### src/rtl/ws2812_pkg.sv
// rtl/ws2812_pkg.sv - colour order encodings, timing defaults and FSM states for the WS2812 driver
package ws2812_pkg;

   localparam logic [1:0] ORDER_GRB = 2'd0;
   localparam logic [1:0] ORDER_RGB = 2'd1;
   localparam logic [1:0] ORDER_BRG = 2'd2;
   localparam logic [1:0] ORDER_RBG = 2'd3;

   localparam int DEF_T0H_CYC   = 35;
   localparam int DEF_T1H_CYC   = 90;
   localparam int DEF_BIT_CYC   = 125;
   localparam int DEF_RESET_CYC = 32768;

   typedef enum logic [2:0] {
      S_IDLE,
      S_LATCH,
      S_BIT_HI,
      S_BIT_LO,
      S_STALL,
      S_DONE
   } state_t;

   // Pixel {W,R,G,B} to an MSB-aligned wire word; W trails the colours in RGBW mode.
   function automatic logic [31:0] reorder(input logic [31:0] pix, input logic [1:0] order,
                                           input logic rgbw);
      logic [7:0]  w, r, g, b;
      logic [23:0] c;
      {w, r, g, b} = pix;
      case (order)
         ORDER_GRB: c = {g, r, b};
         ORDER_RGB: c = {r, g, b};
         ORDER_BRG: c = {b, r, g};
         default:   c = {r, b, g};
      endcase
      return {c, (rgbw ? w : 8'h00)};
   endfunction

endpackage

### src/rtl/ws2812_bit_encoder.sv
// rtl/ws2812_bit_encoder.sv - MSB-first NRZ pulse-width serialiser for one pixel word
module ws2812_bit_encoder #(
   parameter int BPP     = 24,
   parameter int T0H_CYC = 35,
   parameter int T1H_CYC = 90,
   parameter int BIT_CYC = 125
) (
   input  logic        CLK,
   input  logic        RST_N,
   input  logic        load,
   input  logic [31:0] word,
   output logic        TDIN,
   output logic        hi_end,
   output logic        bit_end,
   output logic        word_done
);
   localparam int TW = $clog2(BIT_CYC + 1);
   localparam int BW = $clog2(BPP);
   localparam logic [BW-1:0] LAST_BIT = BW'(BPP - 1);

   logic          hi_q, lo_q;
   logic [TW-1:0] tmr;
   logic [TW-1:0] th, tl;
   logic [BW-1:0] bit_idx;
   logic [31:0]   sh;

   assign th        = sh[31] ? TW'(T1H_CYC) : TW'(T0H_CYC);
   assign tl        = TW'(BIT_CYC) - th;
   assign hi_end    = hi_q && (tmr == th - TW'(1));
   assign bit_end   = lo_q && (tmr == tl - TW'(1));
   assign word_done = bit_end && (bit_idx == LAST_BIT);
   assign TDIN      = hi_q;

   // load wins over word_done so the next pixel starts with no idle cycle
   always_ff @(posedge CLK or negedge RST_N) begin
      if (!RST_N) begin
         hi_q    <= 1'b0;
         lo_q    <= 1'b0;
         tmr     <= '0;
         bit_idx <= '0;
         sh      <= '0;
      end else if (load) begin
         sh      <= word;
         hi_q    <= 1'b1;
         lo_q    <= 1'b0;
         tmr     <= '0;
         bit_idx <= '0;
      end else if (hi_end) begin
         hi_q <= 1'b0;
         lo_q <= 1'b1;
         tmr  <= '0;
      end else if (word_done) begin
         lo_q <= 1'b0;
         tmr  <= '0;
      end else if (bit_end) begin
         sh      <= {sh[30:0], 1'b0};
         bit_idx <= bit_idx + 1'b1;
         hi_q    <= 1'b1;
         lo_q    <= 1'b0;
         tmr     <= '0;
      end else if (hi_q || lo_q) begin
         tmr <= tmr + 1'b1;
      end
   end

endmodule

### src/rtl/ws2812_stream_driver.sv
// rtl/ws2812_stream_driver.sv - WS2812/SK6812 frame driver fed by a pixel valid/ready stream
module ws2812_stream_driver
   import ws2812_pkg::*;
#(
   parameter int LED_MAX   = 16,
   parameter int ADDR_BIT  = $clog2(LED_MAX) + 1,
   parameter int BPP       = 24,
   parameter int T0H_CYC   = DEF_T0H_CYC,
   parameter int T1H_CYC   = DEF_T1H_CYC,
   parameter int BIT_CYC   = DEF_BIT_CYC,
   parameter int RESET_CYC = DEF_RESET_CYC
) (
   input  logic                CLK,
   input  logic                RST_N,
   input  logic                GO,
   input  logic [ADDR_BIT-1:0] LED_CNT,
   input  logic [1:0]          ORDER,
   input  logic [31:0]         PIX_DATA,
   input  logic                PIX_VALID,
   output logic                PIX_READY,
   output logic [ADDR_BIT-1:0] PIX_ADDR,
   output logic                TDIN,
   output logic                BUSY,
   output logic                DONE,
   output logic                UNDERRUN
);
   localparam int CNT_W = $clog2(((BIT_CYC > RESET_CYC) ? BIT_CYC : RESET_CYC) + 1);
   localparam logic [ADDR_BIT-1:0] LED_MAX_A = ADDR_BIT'(LED_MAX);

   state_t              state, state_nx;
   logic                go_q, go_rise;
   logic [CNT_W-1:0]    latch_tmr;
   logic                latch_end;
   logic [ADDR_BIT-1:0] cnt_q;
   logic [1:0]          order_q;
   logic                shadow_full;
   logic [31:0]         shadow;
   logic [31:0]         enc_word;
   logic                fetch_en, take, reload, load;
   logic                hi_end, bit_end, word_done;

   assign go_rise   = GO && !go_q;
   assign latch_end = (state == S_LATCH) && (latch_tmr == CNT_W'(RESET_CYC - 1));
   assign fetch_en  = (state == S_LATCH) || (state == S_BIT_HI) ||
                      (state == S_BIT_LO) || (state == S_STALL);
   assign PIX_READY = fetch_en && !shadow_full && (PIX_ADDR < cnt_q);
   assign take      = PIX_VALID && PIX_READY;
   // points where the shift register wants its next pixel
   assign reload    = latch_end || ((state == S_BIT_LO) && word_done) || (state == S_STALL);
   assign enc_word  = reorder(shadow, order_q, (BPP == 32));

   ws2812_bit_encoder #(
      .BPP    (BPP),
      .T0H_CYC(T0H_CYC),
      .T1H_CYC(T1H_CYC),
      .BIT_CYC(BIT_CYC)
   ) u_enc (
      .CLK      (CLK),
      .RST_N    (RST_N),
      .load     (load),
      .word     (enc_word),
      .TDIN     (TDIN),
      .hi_end   (hi_end),
      .bit_end  (bit_end),
      .word_done(word_done)
   );

   always_ff @(posedge CLK or negedge RST_N) begin
      if (!RST_N) state <= S_IDLE;
      else        state <= state_nx;
   end

   always_comb begin
      state_nx = state;
      load     = 1'b0;
      UNDERRUN = 1'b0;
      DONE     = 1'b0;
      BUSY     = (state != S_IDLE);
      case (state)
         S_IDLE:   if (go_rise) state_nx = S_LATCH;
         S_BIT_HI: if (hi_end) state_nx = S_BIT_LO;
         S_BIT_LO: if (bit_end && !word_done) state_nx = S_BIT_HI;
         S_DONE: begin
            DONE     = 1'b1;
            state_nx = S_IDLE;
         end
         default: ;
      endcase
      // empty shadow with everything fetched means the frame is complete
      if (reload) begin
         if (shadow_full) begin
            load     = 1'b1;
            state_nx = S_BIT_HI;
         end else if (PIX_ADDR == cnt_q) begin
            state_nx = S_DONE;
         end else begin
            state_nx = S_STALL;
            UNDERRUN = (state != S_STALL);
         end
      end
   end

   always_ff @(posedge CLK or negedge RST_N) begin
      if (!RST_N) begin
         go_q        <= 1'b0;
         latch_tmr   <= '0;
         cnt_q       <= '0;
         order_q     <= ORDER_GRB;
         shadow_full <= 1'b0;
         shadow      <= '0;
         PIX_ADDR    <= '0;
      end else begin
         go_q      <= GO;
         latch_tmr <= (state == S_LATCH) ? latch_tmr + 1'b1 : '0;
         if ((state == S_IDLE) && go_rise) begin
            cnt_q   <= (LED_CNT > LED_MAX_A) ? LED_MAX_A : LED_CNT;
            order_q <= ORDER;
         end
         if (take) begin
            shadow      <= PIX_DATA;
            shadow_full <= 1'b1;
            PIX_ADDR    <= PIX_ADDR + 1'b1;
         end else if (load) begin
            shadow_full <= 1'b0;
         end
         if (state == S_DONE) PIX_ADDR <= '0;
      end
   end

endmodule

### config.mk
export PLATFORM = sky130hd
export DESIGN_NAME = ws2812_stream_driver
export DESIGN_NICKNAME = d
export VERILOG_FILES = /design/src/rtl/ws2812_pkg.sv /design/src/rtl/ws2812_bit_encoder.sv /design/src/rtl/ws2812_stream_driver.sv
export SDC_FILE = /design/constraint.sdc
export NUM_CORES = 1
export LEC_CHECK = 0
export BUFFER_PORTS_ARGS = -buffer_cell sky130_fd_sc_hd__buf_4
export CAP_MARGIN = 40
export CORE_UTILIZATION = 50
export DETAILED_ROUTE_END_ITERATION = 8
export HOLD_SLACK_MARGIN = 0.15
export PLACE_DENSITY = 0.7
export SLEW_MARGIN = 0
export SYNTH_ARGS = -nofsm -noshare
export SYNTH_HDL_FRONTEND = slang
export SYNTH_SLANG_ARGS = --single-unit
### constraint.sdc
create_clock -name CLK -period 3 [get_ports CLK]
set_input_delay 0.15 -clock CLK [delete_from_list [all_inputs] [get_ports CLK]]
set_output_delay 0.15 -clock CLK [all_outputs]
set_load 0.005 [all_outputs]
==> results.yml, run 1 <==
global_route:
  antenna_found_initial: 0
  grt_use_total_pct: 22.59
  grt_first_pass_wirelength_mm: 17.81
  grt_pass1_vias: 3840
  overflow: 0
  grt_max_degree: 60
setup_path:
  arrival_ps: 2680
  critical_path.slowest_cell: "dfrtp_1"
  endpoint_kind: "output port"
  crit_type: "reg -> out"
  cp-start-kind: "register"
  critPathMaxFanout: 6
  worst-path-buf-inv: 2
  crit_family: "simple AND/OR/NAND/NOR gates"
  r2r_setup_slack_ps: 550
  crit_chain: "or3b_1, a221o_1, or2_2, o21ai_2, inv_1, nor4_4, buf_4"
  cp_data_required_time_ps: 2850
  cpPeakStageDelay_ps: 440
cells_and_area:
  layout_common_cells: "95 x dfrtp_1, 53 x nand2_1, 51 x nor2_1"
  layout_commonest_cell: "dfrtp_1"
  drive_gt1_share_pct: 23.02
  diodes: 0
  nNetsFinal: 603
  areaGrowthSynthToFinish_pct: 22.79
yosys:
  synth.cell_area_um2: 4821
  yosysWarnings: 0
  avgSynthCellArea_um2: 10.15
  synth_seq_cells: 95
  seq_area_frac_synth_pct: 49.31
  postSynth.asyncResetShare_pct: 100.0
  ys_dominant_reg_cell: "dfrtp_1"
  syn_inst: 475
  synthesis.nets: 527
  synth_edf_count: 0
  synth_cell_types: 42
clock_network:
  cts_buffers: 9
  htree_num_levels: 3
  cts_root_buffer: "clkbuf_8"
  worst_skew_pair.late_latency_ps: 370
  clk_path_buf_depth: 2
  clock-sinks: 95
  path_clk_slew_ps: 100
  tritoncts: "done"
sta:
  fin_tns_setup_ps: 0
  drv_slew: 0
  hold_viol_final: 0
  final.period_utilization_pct: 94.31
  layout_min_cycle_time_ps: 2829
  timing.fmax_mhz: 353.5
  grt_setup_unrepaired: "false"
  tightest_slew_ps: 813.0
  slew_headroom_pct: 45.80
  clock_skew_ps: 14.28
  timing.hold.ws_ps: 193.5
  final-setup-viol-count: 0
floorplanning:
  pin_count: 53
  die_w_um: 100.2
  initial_core_util_pct: 51.93
  coreArea_um2: 9284
  dieArea_um2: 10040
  chipHeight_um: 100.2
  core.rowCount: 35
route:
  route.detailed.drc: 0
  avgViaCountPerCell: 5.366
  first_iter_violations: 197
  dr_total_vias: 3676
  wl_per_cell_um: 14.44
  ant_nets: 0
  wirelength_mm: 9.888
  dr.pass1.iters: 4
power_and_ir_drop:
  p_clk_share_pct: 26.6
  p_leak_nw: 2.629
  p_total_w: 0.003539
  p_int_w: 0.002495
  ir_drop_uv: 495.0
  seqPwrFrac_pct: 50.2
  swShare_pct: 29.49
  p_per_area_nw_per_um2: 597.9
  p_switching_w: 0.001044
  power_frac_comb_pct: 23.2
run:
  maxCapViolCount: 0
min_path:
  hold_path.class: "in -> async"
placed_design:
  dp_hpwl_mm: 6.568
  portBuffers: 44
  gp_congestion: 0.7880
outcome:
  status: "finished, final reports clean"
## power groups by stage
stage | sequential, W | clock [W] | combinational, W
6_report | 0.00178 | 0.000940 | 0.000822
5_1_grt | 0.00182 | 0.00102 | 0.000927
2_1_floorplan | 0.00170 | 0 | 0.000599
3_3_place_gp | 0.00178 | 0 | 0.000747
3_5_place_dp | 0.00180 | 0 | 0.000787
4_1_cts | 0.00177 | 0.000956 | 0.000831
## synthesized netlist by cell type (2+ instances only)
cell | count | area share, %
dfrtp_1 | 95 | 49
nand2_1 | 53 | 4.1
nor2_1 | 51 | 4.0
mux2_2 | 48 | 11
a21oi_1 | 19 | 2.0
o21ai_0 | 16 | 1.7
a31oi_1 | 15 | 1.9
clkbuf_1 | 15 | 1.2
nand3_1 | 14 | 1.5
inv_1 | 13 | 1.0
mux2i_1 | 12 | 2.5
nor2b_1 | 11 | 1.4
xnor2_1 | 11 | 2.0
a211oi_1 | 10 | 1.6
xor2_1 | 10 | 1.8
ha_1 | 9 | 2.3
buf_2 | 8 | 0.83
nand2b_1 | 8 | 1.0
nand4_1 | 6 | 0.78
or3_1 | 6 | 0.78
nor3_1 | 5 | 0.52
or2_2 | 5 | 0.65
and2_1 | 4 | 0.52
nor3b_1 | 4 | 0.62
and3_1 | 3 | 0.39
nand3b_1 | 3 | 0.47
a21o_1 | 2 | 0.31
nor4_1 | 2 | 0.26
nor4bb_1 | 2 | 0.42
o22ai_1 | 2 | 0.26
or3b_1 | 2 | 0.36
## per-stage QoR
step	utilization [%]	area, um^2	instances	setup WS [ps]
6_report	63.76	5919	685	170.8
5_1_grt	63.76	5919	685	36.61
4_1_cts	63.60	5904	685	57.29
3_5_place_dp	57.25	5315	632	457.7
3_3_place_gp	56.95	5288	631	536.5
2_1_floorplan	-	4821	475	779.5
## final cells by class
| class | count | area (um^2) |
|---|---|---|
| sequential | 95 | 2377 |
| fill | 774 | 3364 |
| inverter | 13 | 48.80 |
| timing repair buffer | 89 | 793.3 |
| clock buffer | 10 | 127.6 |
| tap | 129 | 161.4 |
| multi-input combinational | 343 | 2320 |
| clock inverter | 6 | 91.34 |
## what timing repair did
item,CTS,global route
setup buffers,0,0
gates resized for setup,0,2
endpoints found under the setup margin,0,1
hold endpoints to repair,118,0
hold buffers,37,0
## cells by family after synthesis
logic type               count (synthesis)  synth area share, %
AO/OA/AOI/OAI                           71                9.136
XOR/XNOR                                21                3.815
adder cells (fa/ha/maj)                  9                2.336
buffers and inverters                   37                3.088
flip-flops                              95                49.31
multiplexers                            60                13.70
AND/OR/NAND/NOR                        182                18.61
## registers in the layout, summed over array words and instances (netlist names)
| signal | count |
|---|---|
| latch_tmr | 16 |
| shadow_full | 1 |
| u_enc.bit_idx | 5 |
| u_enc.sh | 24 |
| shadow | 24 |
| PIX_ADDR | 5 |
| u_enc.TDIN | 1 |
| u_enc.lo_q | 1 |
| order_q | 2 |
| go_q | 1 |
| state | 3 |
| cnt_q | 5 |
| u_enc.tmr | 7 |
## worst paths after layout
| check | startpoint | to | cells after the start |
|---|---|---|---|
| max in group asynchronous | RST_N | shadow[15] | 4 |
| worst max register to register | u_enc.tmr[0] | u_enc.tmr[4] | 6 |
| worst min register to register | cnt_q[1] | cnt_q[1] | 2 |
| min in group CLK | PIX_VALID | PIX_ADDR[2] | 4 |
| worst min-delay path | RST_N | PIX_ADDR[1] | 2 |
| worst max-delay path | u_enc.tmr[6] | UNDERRUN | 7 |
## routing by layer
metal / routed length, um / global-route usage, % / vias to the layer above
met1: 4445 / 29.66 / 1810
met2: 5054 / 38.09 / 57
met5: 0 / 0 / -
met3: 274 / 3.691 / 11
met4: 115 / 7.804 / 0
li1: - / - / 1798
Power figures use the tool's default switching activity.
==> run 2: changes to the inputs <==
- PLACE_DENSITY: 0.7 -> 0.69
- SYNTH_HIERARCHICAL: unset -> 1
==> run 2 against run 1 <==
Cell count increased by 3.8%. Via count grew 4.1%. Sequential power rose by 9%. Clock skew down 5.0 ps. Clock power up 27%. Clock-buffer cell count unchanged. Sequential cell count rose by 8. Utilization shrank 0.22 points. Power up 19%. Combinational power increased by 33%. Critical endpoint is now u_enc/sh[11]. Highest routed layer unchanged.
==> results.yml, run 2 <==
outcome:
  status: "finished, final reports clean"
power_and_ir_drop:
  p_leak_nw: 3.329
  p_per_area_nw_per_um2: 608.1
  seqPwrFrac_pct: 46.0
  swShare_pct: 29.59
  power_frac_comb_pct: 25.8
  p_switching_w: 0.001250
  ir_drop_uv: 494.5
  p_clk_share_pct: 28.2
  p_int_w: 0.002975
placed_design:
  gp_congestion: 0.8272
  dp_hpwl_mm: 7.321
  dpl.cell_count: 659
  portBuffers: 44
route:
  dr_total_vias: 3825
  wl_per_cell_um: 16.22
  ant_nets: 0
  wirelength_mm: 11.53
  avgViaCountPerCell: 5.380
  route.detailed.drc: 0
  first_iter_violations: 160
  dr.pass1.iters: 4
cells_and_area:
  largest_reg_flops: 32
  drive_gt1_share_pct: 37.30
  layout.cells.non_filler: 711
  layout_commonest_cell: "dfrtp_1"
  areaGrowthSynthToFinish_pct: 22.45
  layout_common_cells: "101 x dfrtp_1, 68 x mux2_2, 59 x buf_4"
  nNetsFinal: 618
  reg_top3: "u_enc/sh (32), shadow (24), latch_tmr (16)"
  top_register: "u_enc/sh"
  fillCellCount: 838
  diodes: 0
sta:
  slew_headroom_pct: 48.32
  timing.hold.ws_ps: 341.2
  final.period_utilization_pct: 95.79
  timing.fmax_mhz: 348.0
  drv_slew: 0
  final-setup-viol-count: 0
  hold_viol_final: 0
  tightest_slew_ps: 775.2
  clock_skew_ps: 9.259
  layout_min_cycle_time_ps: 2874
yosys:
  synth_seq_cells: 103
  ys_top_cells_by_count: "103 x dfrtp_1, 68 x mux2_2, 47 x mux2_4, 35 x nor2_1"
  synth_edf_count: 0
  synth_cell_types: 55
  avgSynthCellArea_um2: 11.97
  synth_area_leader_cell: "dfrtp_1"
  postSynth.asyncResetShare_pct: 100.0
  seq_area_frac_synth_pct: 45.42
  syn_inst: 474
  yosysWarnings: 6
  ys_top_cells_by_area: "dfrtp_1 45%, mux2_2 13%, mux2_4 12%"
  synth_top_cell_area_share_pct: 45.42
  synth_most_common_cell: "dfrtp_1"
  ys_dominant_reg_cell: "dfrtp_1"
  synth.cell_area_um2: 5674
global_route:
  grt_use_total_pct: 21.06
  grt_max_degree: 68
  overflow: 0
  antenna_found_initial: 0
  grt_first_pass_wirelength_mm: 19.20
  grt_pass1_vias: 3980
clock_network:
  cts_buffers: 9
  tritoncts: "done"
  clock-sinks: 103
  worst_skew_pair.late_latency_ps: 350
  htree_num_levels: 3
  clk_path_buf_depth: 2
  path_clk_slew_ps: 70
  cts_root_buffer: "clkbuf_16"
  post_cts_buffers: 0
floorplanning:
  dieArea_um2: 11780
  coreArea_um2: 10940
  initial_core_util_pct: 51.89
  die_w_um: 108.5
  pin_count: 53
  core.rowCount: 38
  chipHeight_um: 108.5
run:
  maxCapViolCount: 0
min_path:
  hold_path.class: "in -> async"
setup_path:
  endpoint_kind: "register"
  cp-start-kind: "register"
  crit_type: "reg -> reg"
  cp_data_required_time_ps: 3230
  r2r_setup_slack_ps: 130
  critPathMaxFanout: 17
  rr_worst_depth: 12
  arrival_ps: 3100
-- run 2: changes by cell type after synthesis, moves of 7 or more --
cell | previous run | this run
nor2_1 | 51 | 35
mux2_2 | 48 | 68
nand2_1 | 53 | 21
buf_6 | 0 | 8
dfrtp_1 | 95 | 103
nor2b_1 | 11 | 4
a31oi_1 | 15 | 0
mux2_4 | 0 | 47
inv_1 | 13 | 21
a211oi_1 | 10 | 2
-- run 2: cell type report --
class	count	area (um^2)	share of cell area (%)
Sequential cell	103	2580	37.13
Tap cell	140	175.2	2.521
Multi-Input combinational cell	332	2909	41.87
Timing Repair Buffer	99	905.9	13.04
Inverter	21	78.83	1.135
Clock inverter	6	70.07	1.008
Clock buffer	10	229.0	3.296
-- run 2: cells by family (layout without fill, tap and decap cells) --
| kind of cell | Yosys count | after routing | share of synthesized area (%) |
|---|---|---|---|
| AOI/OAI and AO/OA | 48 | 48 | 5.733 |
| xor gates and xnor gates | 18 | 18 | 2.778 |
| adders and majority gates | 9 | 9 | 1.985 |
| buffers and inverters | 46 | 136 | 4.256 |
| DFF | 103 | 103 | 45.42 |
| muxes | 127 | 127 | 28.05 |
| other | 1 | 8 | 0.06609 |
| and+or+nand+nor | 122 | 122 | 11.71 |
-- run 2: worst paths after layout --
kind,endpoint,startpoint
hold reg to reg,cnt_q[1],cnt_q[1]
min in group CLK,go_q,GO
max in group asynchronous,PIX_ADDR[1],RST_N
setup reg to reg,u_enc/sh[11],u_enc/tmr[1]
hold / removal,u_enc/tmr[2],RST_N
setup / recovery,u_enc/sh[11],u_enc/tmr[1]
-- run 2: critical path: stages, from the launching register on --
cell	delay (ps)
dfrtp_2	450
nor4b_4	330
nand3_2	130
a211oi_4	230
inv_1	100
nor2_4	150
nand4b_1	120
nand2b_1	110
a21oi_2	40
and2b_2	280
buf_12	180
mux2_2	360
mux2_4	280
-- run 2: power by group through the flow --
stage	clock, W	sequential, W	combinational, W
after global placement	0	0.00195	0.00101
after global routing	0.00126	0.00199	0.00122
after floorplan	0	0.00184	0.000823
final	0.00119	0.00194	0.00109
after CTS	0.00122	0.00194	0.00109
after detailed placement	0	0.00196	0.00105
-- run 2: per-layer routing --
layer / track usage (%) / routed length [um] / up-vias
met5: 0 / 0 / -
met1: 29.45 / 5539 / 1918
met2: 33.36 / 5522 / 52
met4: 5.212 / 120 / 0
li1: - / - / 1847
met3: 4.461 / 349 / 8
-- run 2: repair_timing --
| item | CTS | global route |
|---|---|---|
| endpoints found under the setup margin | 0 | 41 |
| gates resized for setup | 0 | 9 |
| hold buffers | 35 | 0 |
| endpoints found under the hold margin | 98 | 0 |
-- run 2: per-stage QoR --
step | area, um^2 | total power (W) | util, % | setup TNS (ps) | worst slack (ps)
finish | 6948 | 0.004225 | 63.54 | 0 | 126.3
global route | 6948 | 0.004471 | 63.54 | -379.6 | -33.88
CTS | 6893 | 0.004249 | 63.03 | 0 | 14.94
detailed placement | 6243 | 0.003006 | 57.09 | 0 | 40.55
global placement | 6216 | 0.002955 | 56.84 | 0 | 130.6
floorplan | 5713 | 0.002668 | - | 0 | 38.58
